`config.mk`:
```
export PLATFORM = sky130hd
export DESIGN_NAME = proc_ctrl_flat
export DESIGN_NICKNAME = d
export VERILOG_FILES = /design/src/rtl/proc_ctrl_pkg.sv /design/src/rtl/proc_ctrl_if.sv /design/src/rtl/proc_ctrl_decode.sv /design/src/rtl/proc_ctrl.sv /design/src/flat_wrapper.sv
export SDC_FILE = /design/constraint.sdc
export NUM_CORES = 1
export LEC_CHECK = 0
export ABC_AREA = 1
export BUFFER_PORTS_ARGS = -buffer_cell sky130_fd_sc_hd__clkbuf_2
export CAP_MARGIN = 30
export CORE_ASPECT_RATIO = 0.5
export CORE_UTILIZATION = 49
export CTS_CLUSTER_DIAMETER = 50
export DETAILED_ROUTE_END_ITERATION = 10
export GPL_ROUTABILITY_DRIVEN = 0
export HOLD_SLACK_MARGIN = 0.05
export PLACE_DENSITY = 0.78
export SYNTH_ARGS = -nofsm -noshare
export SYNTH_HDL_FRONTEND = slang
export SYNTH_SLANG_ARGS = --single-unit
export TNS_END_PERCENT = 10
```
`constraint.sdc`:
```
create_clock -name clk -period 1.45 [get_ports clk]
set_input_delay 0.145 -clock clk [delete_from_list [all_inputs] [get_ports clk]]
set_output_delay 0.145 -clock clk [all_outputs]
set_load 0.03 [all_outputs]
```
`src/rtl/proc_ctrl_pkg.sv`:
```
`default_nettype none
// ============================================================================
//  Module      : proc_ctrl_pkg
//  Description : Shared encodings for the processor controller and the ALU:
//                FSM states, opcodes and instruction field positions.
//  Revision    : 1.0  initial release
// ============================================================================
package proc_ctrl_pkg;

    localparam int c_INSTR_W  = 9;
    localparam int c_TYPE_BIT = 8;
    localparam int c_ROP_MSB  = 7;
    localparam int c_ROP_LSB  = 4;
    localparam int c_REG_MSB  = 3;
    localparam int c_REG_LSB  = 0;
    localparam int c_IOP_MSB  = 7;
    localparam int c_IOP_LSB  = 5;
    localparam int c_IMM_MSB  = 4;
    localparam int c_IMM_LSB  = 0;

    typedef logic [2:0] state_t;
    typedef logic [3:0] rop_t;
    typedef logic [2:0] iop_t;

    localparam state_t c_ST_IDLE   = 3'd0;
    localparam state_t c_ST_FETCH  = 3'd1;
    localparam state_t c_ST_DECODE = 3'd2;
    localparam state_t c_ST_EXEC   = 3'd3;
    localparam state_t c_ST_MEM    = 3'd4;
    localparam state_t c_ST_WB     = 3'd5;
    localparam state_t c_ST_HALT   = 3'd6;

    localparam rop_t c_ROP_ADD = 4'b0000;
    localparam rop_t c_ROP_SUB = 4'b0001;
    localparam rop_t c_ROP_AND = 4'b0010;
    localparam rop_t c_ROP_OR  = 4'b0011;
    localparam rop_t c_ROP_XOR = 4'b0100;
    localparam rop_t c_ROP_NOT = 4'b0101;
    localparam rop_t c_ROP_SLR = 4'b0110;
    localparam rop_t c_ROP_SRR = 4'b0111;
    localparam rop_t c_ROP_LW  = 4'b1000;
    localparam rop_t c_ROP_SW  = 4'b1001;
    localparam rop_t c_ROP_MOV = 4'b1010;
    localparam rop_t c_ROP_CMP = 4'b1011;
    localparam rop_t c_ROP_BR  = 4'b1100;
    localparam rop_t c_ROP_J   = 4'b1101;
    localparam rop_t c_ROP_SET = 4'b1110;
    localparam rop_t c_ROP_NOP = 4'b1111;

    localparam iop_t c_IOP_ADDI = 3'b000;
    localparam iop_t c_IOP_SUBI = 3'b001;
    localparam iop_t c_IOP_SLL  = 3'b010;
    localparam iop_t c_IOP_SRL  = 3'b011;
    localparam iop_t c_IOP_ANDI = 3'b100;
    localparam iop_t c_IOP_ORI  = 3'b101;
    localparam iop_t c_IOP_RSV  = 3'b110;
    localparam iop_t c_IOP_HALT = 3'b111;

    // Arithmetic and shift operations are the only ones that produce a carry.
    function automatic logic scUpdates(input logic typeCode, input rop_t rOp, input iop_t iOp);
        if (typeCode)
            return (iOp == c_IOP_ADDI) || (iOp == c_IOP_SUBI) ||
                   (iOp == c_IOP_SLL)  || (iOp == c_IOP_SRL);
        else
            return (rOp == c_ROP_ADD) || (rOp == c_ROP_SUB) ||
                   (rOp == c_ROP_SLR) || (rOp == c_ROP_SRR);
    endfunction

endpackage
`default_nettype wire

```
`src/rtl/proc_ctrl_if.sv`:
```
`default_nettype none
// ============================================================================
//  Module      : proc_ctrl_if
//  Description : Controller <-> datapath/memory signal bundle.
//  Revision    : 1.0  initial release
// ============================================================================
interface proc_ctrl_if;
    import proc_ctrl_pkg::*;

    logic                 start;
    logic [c_INSTR_W-1:0] instr;
    logic                 alu_branch;
    logic                 alu_sc_out;
    logic                 mem_ack;

    logic                 type_code;
    rop_t                 r_op;
    iop_t                 i_op;
    logic [4:0]           imm;
    logic [3:0]           reg_addr;
    logic                 sc_in;
    logic                 ir_load;
    logic                 pc_inc;
    logic                 pc_jump;
    logic                 acc_we;
    logic                 reg_we;
    logic                 mem_re;
    logic                 mem_we;
    logic                 done;
    state_t               state;

    // master: the controller; slave: the datapath / memory side.
    modport master (
        input  start, instr, alu_branch, alu_sc_out, mem_ack,
        output type_code, r_op, i_op, imm, reg_addr, sc_in,
               ir_load, pc_inc, pc_jump, acc_we, reg_we,
               mem_re, mem_we, done, state
    );

    modport slave (
        output start, instr, alu_branch, alu_sc_out, mem_ack,
        input  type_code, r_op, i_op, imm, reg_addr, sc_in,
               ir_load, pc_inc, pc_jump, acc_we, reg_we,
               mem_re, mem_we, done, state
    );

endinterface
`default_nettype wire

```
`src/rtl/proc_ctrl_decode.sv`:
```
`default_nettype none
// ============================================================================
//  Module      : proc_ctrl_decode
//  Description : Combinational split of the instruction register into fields
//                and instruction-class flags.
//  Revision    : 1.0  initial release
// ============================================================================
module proc_ctrl_decode
    import proc_ctrl_pkg::*;
(
    input  logic [c_INSTR_W-1:0] i_ir,
    output logic                 o_typeCode,
    output rop_t                 o_rOp,
    output iop_t                 o_iOp,
    output logic [4:0]           o_imm,
    output logic [3:0]           o_regAddr,
    output logic                 o_isMem,
    output logic                 o_isLoad,
    output logic                 o_isStore,
    output logic                 o_isBranch,
    output logic                 o_isJump,
    output logic                 o_isHalt,
    output logic                 o_isReserved,
    output logic                 o_scUpdate,
    output logic                 o_regWrite
);

    logic w_isR;

    assign o_typeCode = i_ir[c_TYPE_BIT];
    assign o_rOp      = i_ir[c_ROP_MSB:c_ROP_LSB];
    assign o_iOp      = i_ir[c_IOP_MSB:c_IOP_LSB];
    assign o_imm      = i_ir[c_IMM_MSB:c_IMM_LSB];
    assign o_regAddr  = i_ir[c_REG_MSB:c_REG_LSB];

    assign w_isR = ~o_typeCode;

    assign o_isLoad     = w_isR && (o_rOp == c_ROP_LW);
    assign o_isStore    = w_isR && (o_rOp == c_ROP_SW);
    assign o_isMem      = o_isLoad || o_isStore;
    assign o_isBranch   = w_isR && (o_rOp == c_ROP_BR);
    assign o_isJump     = w_isR && (o_rOp == c_ROP_J);
    assign o_isHalt     = o_typeCode && (o_iOp == c_IOP_HALT);
    assign o_isReserved = o_typeCode && (o_iOp == c_IOP_RSV);
    assign o_scUpdate   = scUpdates(o_typeCode, o_rOp, o_iOp);
    // Loads land in the register file just like SET.
    assign o_regWrite   = o_isLoad || (w_isR && (o_rOp == c_ROP_SET));

endmodule
`default_nettype wire

```
`src/rtl/proc_ctrl.sv`:
```
`default_nettype none
// ============================================================================
//  Module      : proc_ctrl
//  Description : Multi-cycle processor control FSM (fetch, decode, execute,
//                memory, write-back) with registered control outputs.
//  Revision    : 1.0  initial release
// ============================================================================
module proc_ctrl
    import proc_ctrl_pkg::*;
(
    input  logic            clk,
    input  logic            reset,
    proc_ctrl_if.master     ctrlBus
);

    state_t               r_state;
    logic [c_INSTR_W-1:0] r_ir;
    logic                 r_typeCode;
    rop_t                 r_rOp;
    iop_t                 r_iOp;
    logic [4:0]           r_imm;
    logic [3:0]           r_regAddr;
    logic                 r_scIn;
    logic                 r_irLoad;
    logic                 r_pcInc;
    logic                 r_pcJump;
    logic                 r_accWe;
    logic                 r_regWe;
    logic                 r_memRe;
    logic                 r_memWe;
    logic                 r_done;

    logic                 w_typeCode;
    rop_t                 w_rOp;
    iop_t                 w_iOp;
    logic [4:0]           w_imm;
    logic [3:0]           w_regAddr;
    logic                 w_isMem;
    logic                 w_isLoad;
    logic                 w_isStore;
    logic                 w_isBranch;
    logic                 w_isJump;
    logic                 w_isHalt;
    logic                 w_isReserved;
    logic                 w_scUpdate;
    logic                 w_regWrite;
    logic                 w_brResolve;
    logic                 w_swAck;

    proc_ctrl_decode u_decode (
        .i_ir         (r_ir),
        .o_typeCode   (w_typeCode),
        .o_rOp        (w_rOp),
        .o_iOp        (w_iOp),
        .o_imm        (w_imm),
        .o_regAddr    (w_regAddr),
        .o_isMem      (w_isMem),
        .o_isLoad     (w_isLoad),
        .o_isStore    (w_isStore),
        .o_isBranch   (w_isBranch),
        .o_isJump     (w_isJump),
        .o_isHalt     (w_isHalt),
        .o_isReserved (w_isReserved),
        .o_scUpdate   (w_scUpdate),
        .o_regWrite   (w_regWrite)
    );

    always_ff @(posedge clk) begin
        if (reset) begin
            r_state    <= c_ST_IDLE;
            r_ir       <= '0;
            r_typeCode <= 1'b0;
            r_rOp      <= '0;
            r_iOp      <= '0;
            r_imm      <= '0;
            r_regAddr  <= '0;
            r_scIn     <= 1'b0;
            r_irLoad   <= 1'b0;
            r_pcInc    <= 1'b0;
            r_pcJump   <= 1'b0;
            r_accWe    <= 1'b0;
            r_regWe    <= 1'b0;
            r_memRe    <= 1'b0;
            r_memWe    <= 1'b0;
            r_done     <= 1'b0;
        end else begin
            // Strobes are set on the edge entering the state that owns them.
            r_irLoad <= 1'b0;
            r_pcInc  <= 1'b0;
            r_pcJump <= 1'b0;
            r_accWe  <= 1'b0;
            r_regWe  <= 1'b0;
            case (r_state)
                c_ST_IDLE: begin
                    if (ctrlBus.start) begin
                        r_state  <= c_ST_FETCH;
                        r_irLoad <= 1'b1;
                    end
                end
                c_ST_FETCH: begin
                    r_ir    <= ctrlBus.instr;
                    r_state <= c_ST_DECODE;
                end
                c_ST_DECODE: begin
                    r_typeCode <= w_typeCode;
                    r_rOp      <= w_rOp;
                    r_iOp      <= w_iOp;
                    r_imm      <= w_imm;
                    r_regAddr  <= w_regAddr;
                    if (w_isHalt) begin
                        r_state <= c_ST_HALT;
                        r_done  <= 1'b1;
                    end else begin
                        r_state  <= c_ST_EXEC;
                        r_pcJump <= w_isJump;
                        r_pcInc  <= w_isReserved;
                    end
                end
                c_ST_EXEC: begin
                    if (w_isMem) begin
                        r_state <= c_ST_MEM;
                        r_memRe <= w_isLoad;
                        r_memWe <= w_isStore;
                    end else if (w_isBranch || w_isJump || w_isReserved) begin
                        r_state  <= c_ST_FETCH;
                        r_irLoad <= 1'b1;
                    end else begin
                        r_state <= c_ST_WB;
                        r_regWe <= w_regWrite;
                        r_accWe <= ~w_regWrite;
                        r_pcInc <= 1'b1;
                    end
                end
                c_ST_MEM: begin
                    if (ctrlBus.mem_ack) begin
                        r_memRe <= 1'b0;
                        r_memWe <= 1'b0;
                        if (w_isLoad) begin
                            r_state <= c_ST_WB;
                            r_regWe <= 1'b1;
                            r_pcInc <= 1'b1;
                        end else begin
                            r_state  <= c_ST_FETCH;
                            r_irLoad <= 1'b1;
                        end
                    end
                end
                c_ST_WB: begin
                    if (w_scUpdate)
                        r_scIn <= ctrlBus.alu_sc_out;
                    r_state  <= c_ST_FETCH;
                    r_irLoad <= 1'b1;
                end
                c_ST_HALT: begin
                    r_state <= c_ST_HALT;
                end
                default: begin
                    r_state <= c_ST_IDLE;
                end
            endcase
        end
    end

    // Branch outcome and store completion are only known within their own
    // cycle, so those PC strobes follow the input instead of a register.
    assign w_brResolve = (r_state == c_ST_EXEC) && w_isBranch && !reset;
    assign w_swAck     = (r_state == c_ST_MEM) && w_isStore && ctrlBus.mem_ack && !reset;

    assign ctrlBus.pc_jump   = r_pcJump || (w_brResolve && ctrlBus.alu_branch);
    assign ctrlBus.pc_inc    = r_pcInc || (w_brResolve && !ctrlBus.alu_branch) || w_swAck;
    assign ctrlBus.type_code = r_typeCode;
    assign ctrlBus.r_op      = r_rOp;
    assign ctrlBus.i_op      = r_iOp;
    assign ctrlBus.imm       = r_imm;
    assign ctrlBus.reg_addr  = r_regAddr;
    assign ctrlBus.sc_in     = r_scIn;
    assign ctrlBus.ir_load   = r_irLoad;
    assign ctrlBus.acc_we    = r_accWe;
    assign ctrlBus.reg_we    = r_regWe;
    assign ctrlBus.mem_re    = r_memRe;
    assign ctrlBus.mem_we    = r_memWe;
    assign ctrlBus.done      = r_done;
    assign ctrlBus.state     = r_state;

endmodule
`default_nettype wire
```
`src/flat_wrapper.sv`:
```
// flat-port wrapper written by rule: the top's interface ports become plain ports
module proc_ctrl_flat import proc_ctrl_pkg::*;
  (clk, reset, ctrlBus_start, ctrlBus_instr, ctrlBus_alu_branch, ctrlBus_alu_sc_out, ctrlBus_mem_ack, ctrlBus_type_code, ctrlBus_r_op, ctrlBus_i_op, ctrlBus_imm, ctrlBus_reg_addr, ctrlBus_sc_in, ctrlBus_ir_load, ctrlBus_pc_inc, ctrlBus_pc_jump, ctrlBus_acc_we, ctrlBus_reg_we, ctrlBus_mem_re, ctrlBus_mem_we, ctrlBus_done, ctrlBus_state);
  proc_ctrl_if ctrlBus_i ();
  input  logic clk;
  input  logic reset;
  input wire logic [$bits(ctrlBus_i.start)-1:0] ctrlBus_start;
  input wire logic [$bits(ctrlBus_i.instr)-1:0] ctrlBus_instr;
  input wire logic [$bits(ctrlBus_i.alu_branch)-1:0] ctrlBus_alu_branch;
  input wire logic [$bits(ctrlBus_i.alu_sc_out)-1:0] ctrlBus_alu_sc_out;
  input wire logic [$bits(ctrlBus_i.mem_ack)-1:0] ctrlBus_mem_ack;
  output wire logic [$bits(ctrlBus_i.type_code)-1:0] ctrlBus_type_code;
  output wire logic [$bits(ctrlBus_i.r_op)-1:0] ctrlBus_r_op;
  output wire logic [$bits(ctrlBus_i.i_op)-1:0] ctrlBus_i_op;
  output wire logic [$bits(ctrlBus_i.imm)-1:0] ctrlBus_imm;
  output wire logic [$bits(ctrlBus_i.reg_addr)-1:0] ctrlBus_reg_addr;
  output wire logic [$bits(ctrlBus_i.sc_in)-1:0] ctrlBus_sc_in;
  output wire logic [$bits(ctrlBus_i.ir_load)-1:0] ctrlBus_ir_load;
  output wire logic [$bits(ctrlBus_i.pc_inc)-1:0] ctrlBus_pc_inc;
  output wire logic [$bits(ctrlBus_i.pc_jump)-1:0] ctrlBus_pc_jump;
  output wire logic [$bits(ctrlBus_i.acc_we)-1:0] ctrlBus_acc_we;
  output wire logic [$bits(ctrlBus_i.reg_we)-1:0] ctrlBus_reg_we;
  output wire logic [$bits(ctrlBus_i.mem_re)-1:0] ctrlBus_mem_re;
  output wire logic [$bits(ctrlBus_i.mem_we)-1:0] ctrlBus_mem_we;
  output wire logic [$bits(ctrlBus_i.done)-1:0] ctrlBus_done;
  output wire logic [$bits(ctrlBus_i.state)-1:0] ctrlBus_state;
  assign ctrlBus_i.start = ctrlBus_start;
  assign ctrlBus_i.instr = ctrlBus_instr;
  assign ctrlBus_i.alu_branch = ctrlBus_alu_branch;
  assign ctrlBus_i.alu_sc_out = ctrlBus_alu_sc_out;
  assign ctrlBus_i.mem_ack = ctrlBus_mem_ack;
  assign ctrlBus_type_code = ctrlBus_i.type_code;
  assign ctrlBus_r_op = ctrlBus_i.r_op;
  assign ctrlBus_i_op = ctrlBus_i.i_op;
  assign ctrlBus_imm = ctrlBus_i.imm;
  assign ctrlBus_reg_addr = ctrlBus_i.reg_addr;
  assign ctrlBus_sc_in = ctrlBus_i.sc_in;
  assign ctrlBus_ir_load = ctrlBus_i.ir_load;
  assign ctrlBus_pc_inc = ctrlBus_i.pc_inc;
  assign ctrlBus_pc_jump = ctrlBus_i.pc_jump;
  assign ctrlBus_acc_we = ctrlBus_i.acc_we;
  assign ctrlBus_reg_we = ctrlBus_i.reg_we;
  assign ctrlBus_mem_re = ctrlBus_i.mem_re;
  assign ctrlBus_mem_we = ctrlBus_i.mem_we;
  assign ctrlBus_done = ctrlBus_i.done;
  assign ctrlBus_state = ctrlBus_i.state;
  proc_ctrl u_core (.clk(clk), .reset(reset), .ctrlBus(ctrlBus_i));
endmodule
```
Yosys cells after proc, flatten, opt, wreduce, memory -nomap -nowiden
Index checks and enable logic that the tools add are counted.
- register bits: 38
- input port bits: 15
- logic and storage cells: 109
- equality and inequality tests: 22
- multiplexer cells: 28
- bitwise logic cells: 4
- reduce and logical (&&, ||, !) cells: 39
- operators by type and width (cell ; count):
    $pmux 3 s7 ; 1
    $eq 4x4->1 const B ; 5
    $mux 3 ; 6
    $mux 1 ; 16
    $eq 3x3->1 const B ; 5
    $logic_and 1x1->1 ; 14
    $logic_or 1x1->1 ; 13
    $eq 3x2->1 const B ; 4
    $eq 4x3->1 const B ; 2
    $eq 3x1->1 const B ; 2
    $logic_not 3->1 ; 2
    $ne 2x2->1 const B ; 3
    $pmux 1 s2 ; 3
    $reduce_and 2->1 ; 3
    $eq 4x1->1 const B ; 1
    $logic_not 4->1 ; 1
    $not 1->1 ; 4
    $pmux 1 s4 ; 1
    $reduce_or 4->1 ; 1
    $pmux 1 s3 ; 1
    $reduce_and 3->1 ; 1
    $reduce_or 3->1 ; 1
    $logic_not 1->1 ; 2
    $reduce_bool 2->1 ; 1

Depth between registers and ports, before layout
- word-level depth: 7
- gate-level depth with buffers: 9
- depth with buffers taken out: 9

Modules after synthesis
Synthesis repeated with hierarchy kept, for this count alone.
- cell total of the unflattened synthesis: 253
- area, all modules: 1783.0 µm²
- by module, submodules not included (module ; times used ; cells an instance ; area an instance (µm²)):
    proc_ctrl ; 1 ; 209 ; 1535.2
    proc_ctrl_decode ; 1 ; 44 ; 247.7

Least setup slack after synthesis
No wires, ideal clock.
- path type: register to output
- from: reg u_core.r_state[1], in the netlist u_core.ctrlBus.state[1]
- to: out ctrlBus_pc_inc
- data arrival time: 1.470 ns
- path slack: -0.165 ns
- cell stages (with the launch flop): 5
- path buffers: 0
- path through: dfxtp_1 nand3_2 nor2_1 nand2_1 o211ai_1
- longest elaborated chain between the ends: 6
- elaborated cells between the ends (all ways): 10
- classes of those cells: eq/ne (2); reduce/logical (8)
- RTL lines (element ; line ; source):
    start: declaration ; proc_ctrl.sv:16 ; state_t r_state;
    start signal: assignment ; proc_ctrl.sv:70 ; r_state <= c_ST_IDLE;
    start signal: assignment ; proc_ctrl.sv:96 ; r_state <= c_ST_FETCH;
    start signal: assignment ; proc_ctrl.sv:102 ; r_state <= c_ST_DECODE;
    $eq 3x2->1 ; proc_ctrl.sv:166 ; assign w_brResolve = (r_state == c_ST_EXEC) && w_isBranch && !reset;
    $logic_and 1x1->1 (2 in series) ; proc_ctrl.sv:166 ;
    $logic_and 1x1->1 ; proc_ctrl.sv:170 ; assign ctrlBus.pc_inc = r_pcInc || (w_brResolve && !ctrlBus.alu_branch) || w_swAck;
    $logic_or 1x1->1 ; proc_ctrl.sv:170 ;
    $logic_or 1x1->1 (*) ; proc_ctrl.sv:170 ;
    end: declaration ; flat_wrapper.sv:19 ; output wire logic [$bits(ctrlBus_i.pc_inc)-1:0] ctrlBus_pc_inc;
Every way passes the cells marked *; elsewhere a longest branch is shown, timed or not.

Worst setup path after layout
- from: reg u_core.r_ir[6]
- to: out ctrlBus_pc_inc
- longest elaborated chain between the ends: 7
- elaborated cells between the ends (all ways): 12
- classes of those cells: eq/ne (2); reduce/logical (10)
- RTL lines (element ; line ; source):
    start: declaration ; proc_ctrl.sv:17 ; logic [c_INSTR_W-1:0] r_ir;
    start signal: assignment ; proc_ctrl.sv:101 ; r_ir <= ctrlBus.instr;
    $eq 4x4->1 ; proc_ctrl_decode.sv:41 ; assign o_isBranch = w_isR && (o_rOp == c_ROP_BR);
    $logic_and 1x1->1 ; proc_ctrl_decode.sv:41 ;
    $logic_and 1x1->1 (2 in series) ; proc_ctrl.sv:166 ;
    $logic_and 1x1->1 ; proc_ctrl.sv:170 ;
    $logic_or 1x1->1 ; proc_ctrl.sv:170 ;
    $logic_or 1x1->1 (*) ; proc_ctrl.sv:170 ;
Marked as above.

==> metrics.log <==
INFO  metric outcome = complete, but fails checks
INFO  metric failed_checks = negative setup slack
INFO  metric die-width = 75.2 um
INFO  metric fmax_achieved = 0.626 GHz
INFO  metric max-clock-path-buffers = 2
INFO  metric critical_path.top_delay_family = simple AND/OR/NAND/NOR gates
INFO  metric drt-wirelength-per-cell = 13.2 um
INFO  metric largest_net_degree_at_the_start_of_global_routing = 22
INFO  metric finalHoldWorstSlack = 140 ps
INFO  metric final.setup.worst_slack = -146 ps
INFO  metric initial_core_util = 55.4%
INFO  metric number_of_global_route_vias_before_repair = 1,221
INFO  metric critPathArrivalTime = 1450 ps
INFO  metric hold_viol_final = 0
INFO  metric setup.worst_path.class = reg2out
INFO  metric clock_tree.htree_level_count = 2
INFO  metric syn_to_final_growth = 37.0%
INFO  metric global_route_wire_length_before_repair = 5500 um
INFO  metric floorplan.io_pins = 44
INFO  metric synth_cells = 173
INFO  metric timing.final.crit_share = 110%
INFO  metric final_cells = 265
INFO  metric num-nets-final = 244
INFO  metric critical_path_cell_by_cell = nor2_2 > nand3_2 > inv_2 > nand4_1 > o211ai_1 > buf_4
INFO  metric number_of_synthesized_register_bits = 30
INFO  metric layout_commonest_cell = clkbuf_2
INFO  metric route.antenna.remaining_nets = 0
INFO  metric timing.critical_path.buf_inv = 2
INFO  metric synth_area = 0.00131 mm^2
INFO  metric place_inst = 243
INFO  metric port-buffer-count = 43
INFO  metric overflow = 0
INFO  metric yosysUniqueCellTypes = 24
INFO  metric slew_at_the_pin_with_the_worst_max_slew_slack = 431 ps
INFO  metric finClkSkew = 3.76 ps
INFO  metric worst_skew_pair.late_latency = 280 ps
INFO  metric path_category_of_the_worst_min_delay_check = in2reg
INFO  metric share_of_post_route_cells_with_drive_strength_above_1 = 41.7%
INFO  metric power.ir.vdd_worst = 1.04 mV
INFO  metric die_ar = 0.00290 mm^2
INFO  metric cts_made_buffers = 5
INFO  metric post_synth_net_total = 188
INFO  metric dp_hpwl = 2080 um
INFO  metric total_number_of_vias = 1,424
INFO  metric global_route.usage.total = 27.2%
INFO  metric core.rowCount = 12
INFO  metric maxCapViolCount = 0
INFO  metric clk_transition_reported_paths = 60 ps
INFO  metric worst_slew_margin_rel = 71.1%
INFO  metric most-common-layout-cells = 41 x clkbuf_2, 24 x a21oi_1, 23 x dfxtp_1
INFO  metric report.final.slew_viol_count = 0
INFO  metric filler_cells_inserted = 178
INFO  metric grt_setup_unrepaired = true
INFO  metric die_height = 38.6 um
INFO  metric drt_first_iter_violations = 108
INFO  metric cts.hold.buffers_added = 0
INFO  metric num_antenna_cells = 0
INFO  metric initial_antenna_violation_count = 0
INFO  metric clock_sink_count = 30
INFO  metric root_buffer = clkbuf_8
INFO  metric required_time_at_the_worst_slack_endpoint = 1310 ps
INFO  metric worst_path_largest_cell_delay = 360 ps
INFO  metric cp-end-kind = output pin
INFO  metric critical_path.slowest_cell = dfxtp_4
INFO  metric routed_wl = 3510 um
INFO  metric setup_violations = 1
INFO  metric leakagePower = 0.000830 uW
INFO  metric layout_min_cycle_time = 1600 ps
INFO  metric post-route-drc-count = 0
INFO  metric synth.yosys.seq_area_share = 45.7%
INFO  metric yosysWarnings = 0
INFO  metric worst_setup_path_start_kind = register
INFO  metric tritoncts = yes
INFO  metric floorplan.core_area = 0.00237 mm^2
INFO  metric crit_fanout = 4
INFO  metric post_synth.cell_area_avg = 7.59 um^2
INFO  metric cellPowerDensity = 1540 mW/mm^2
INFO  metric vias_per_cell = 5.37
INFO  metric dr.pass1.iters = 6
state kept, by name, summed over array words and instances, names as in the netlist, 3 cells and up:
name                  flops
u_core.ctrlBus.imm        4
u_core.ctrlBus.state      3
u_core.ctrlBus.i_op       3
u_core.r_ir               9
power by group:
group	switching [uW]	leakage [uW]	total, uW	internal (uW)
Clock	317	0.0000515	698	382
Sequential	109	0.000249	1070	965
Combinational	670	0.000530	1010	336
repair_timing:
| item | CTS | global route |
|---|---|---|
| resized for setup | 16 | 8 |
| pin swaps | 5 | 4 |
| endpoints found under the setup margin | 2 | 3 |
| buffers inserted | 13 | 1 |
routing by layer:
metal / track usage [%] / vias up / wire length, um / share of wire, %
met4: 15.7 / 0 / 140 / 4.0
met5: 0 / - / 0 / 0
li1: - / 683 / - / -
met2: 41.0 / 97 / 1470 / 42
met3: 8.85 / 26 / 404 / 12
met1: 34.6 / 618 / 1490 / 42
through the flow:
step | TNS, ps | setup WS (ps) | utilization [%] | area [um^2] | power (uW)
floorplan | 0 | 3.78 | - | 1330 | 1700
global placement | 0 | 93.2 | 64.8 | 1540 | 1870
detailed placement | 0 | 56.7 | 64.8 | 1540 | 1880
CTS | -92.3 | -92.3 | 74.7 | 1770 | 2720
global route | -202 | -202 | 75.9 | 1800 | 2920
finish | -146 | -146 | 75.9 | 1800 | 2780
synthesized netlist by cell type, drive strengths merged:
master  instances  area (um^2)
nor3            5         30.0
a21oi          24          120
nand4           3         18.8
clkbuf          3         11.3
o21ai          22          110
a31oi           1         6.26
inv            24         90.1
buf            10         76.3
a31o            1         8.76
o41ai           1         8.76
nand2          22         87.6
nor2           12         55.1
nand3          11         60.1
o211ai          3         22.5
a211oi          1         7.51
dfxtp          30          601
kinds of logic after synthesis:
logic type,Yosys count,share of synthesized area [%]
DFF,30,45.7
AOI/OAI and AO/OA,53,21.6
and+or+nand+nor,53,19.1
buffers and inverters,37,13.5
worst paths after layout:
check	cells after the start	from	to	slack [ps]
hold reg to reg	2	u_core.ctrlBus.sc_in	u_core.ctrlBus.sc_in	450
hold / removal	3	ctrlBus_instr[2]	u_core.r_ir[2]	140
setup reg to reg	6	u_core.ctrlBus.state[0]	u_core.ctrlBus.sc_in	70
setup / recovery	6	u_core.r_ir[6]	ctrlBus_pc_inc	-150
area by class of cell:
cell class / count / area (um^2) / share of cell area, %
clock buffers: 6 / 82.6 / 4.59
multi-input cells: 106 / 577 / 32.0
repair buffers: 62 / 367 / 20.4
inverters: 24 / 100 / 5.56
well taps: 35 / 43.8 / 2.43
clock inverters: 2 / 11.3 / 0.625
flip-flops and latches: 30 / 619 / 34.4
worst register-to-register path: stages (launching register included):
cell and delay [ps]:
dfxtp_4 390, inv_4 60, buf_4 150, nor3_1 310, nand3_1 140, o21ai_0 170, a21oi_1 50
Note: power is estimated with default switching activity, not from simulation.
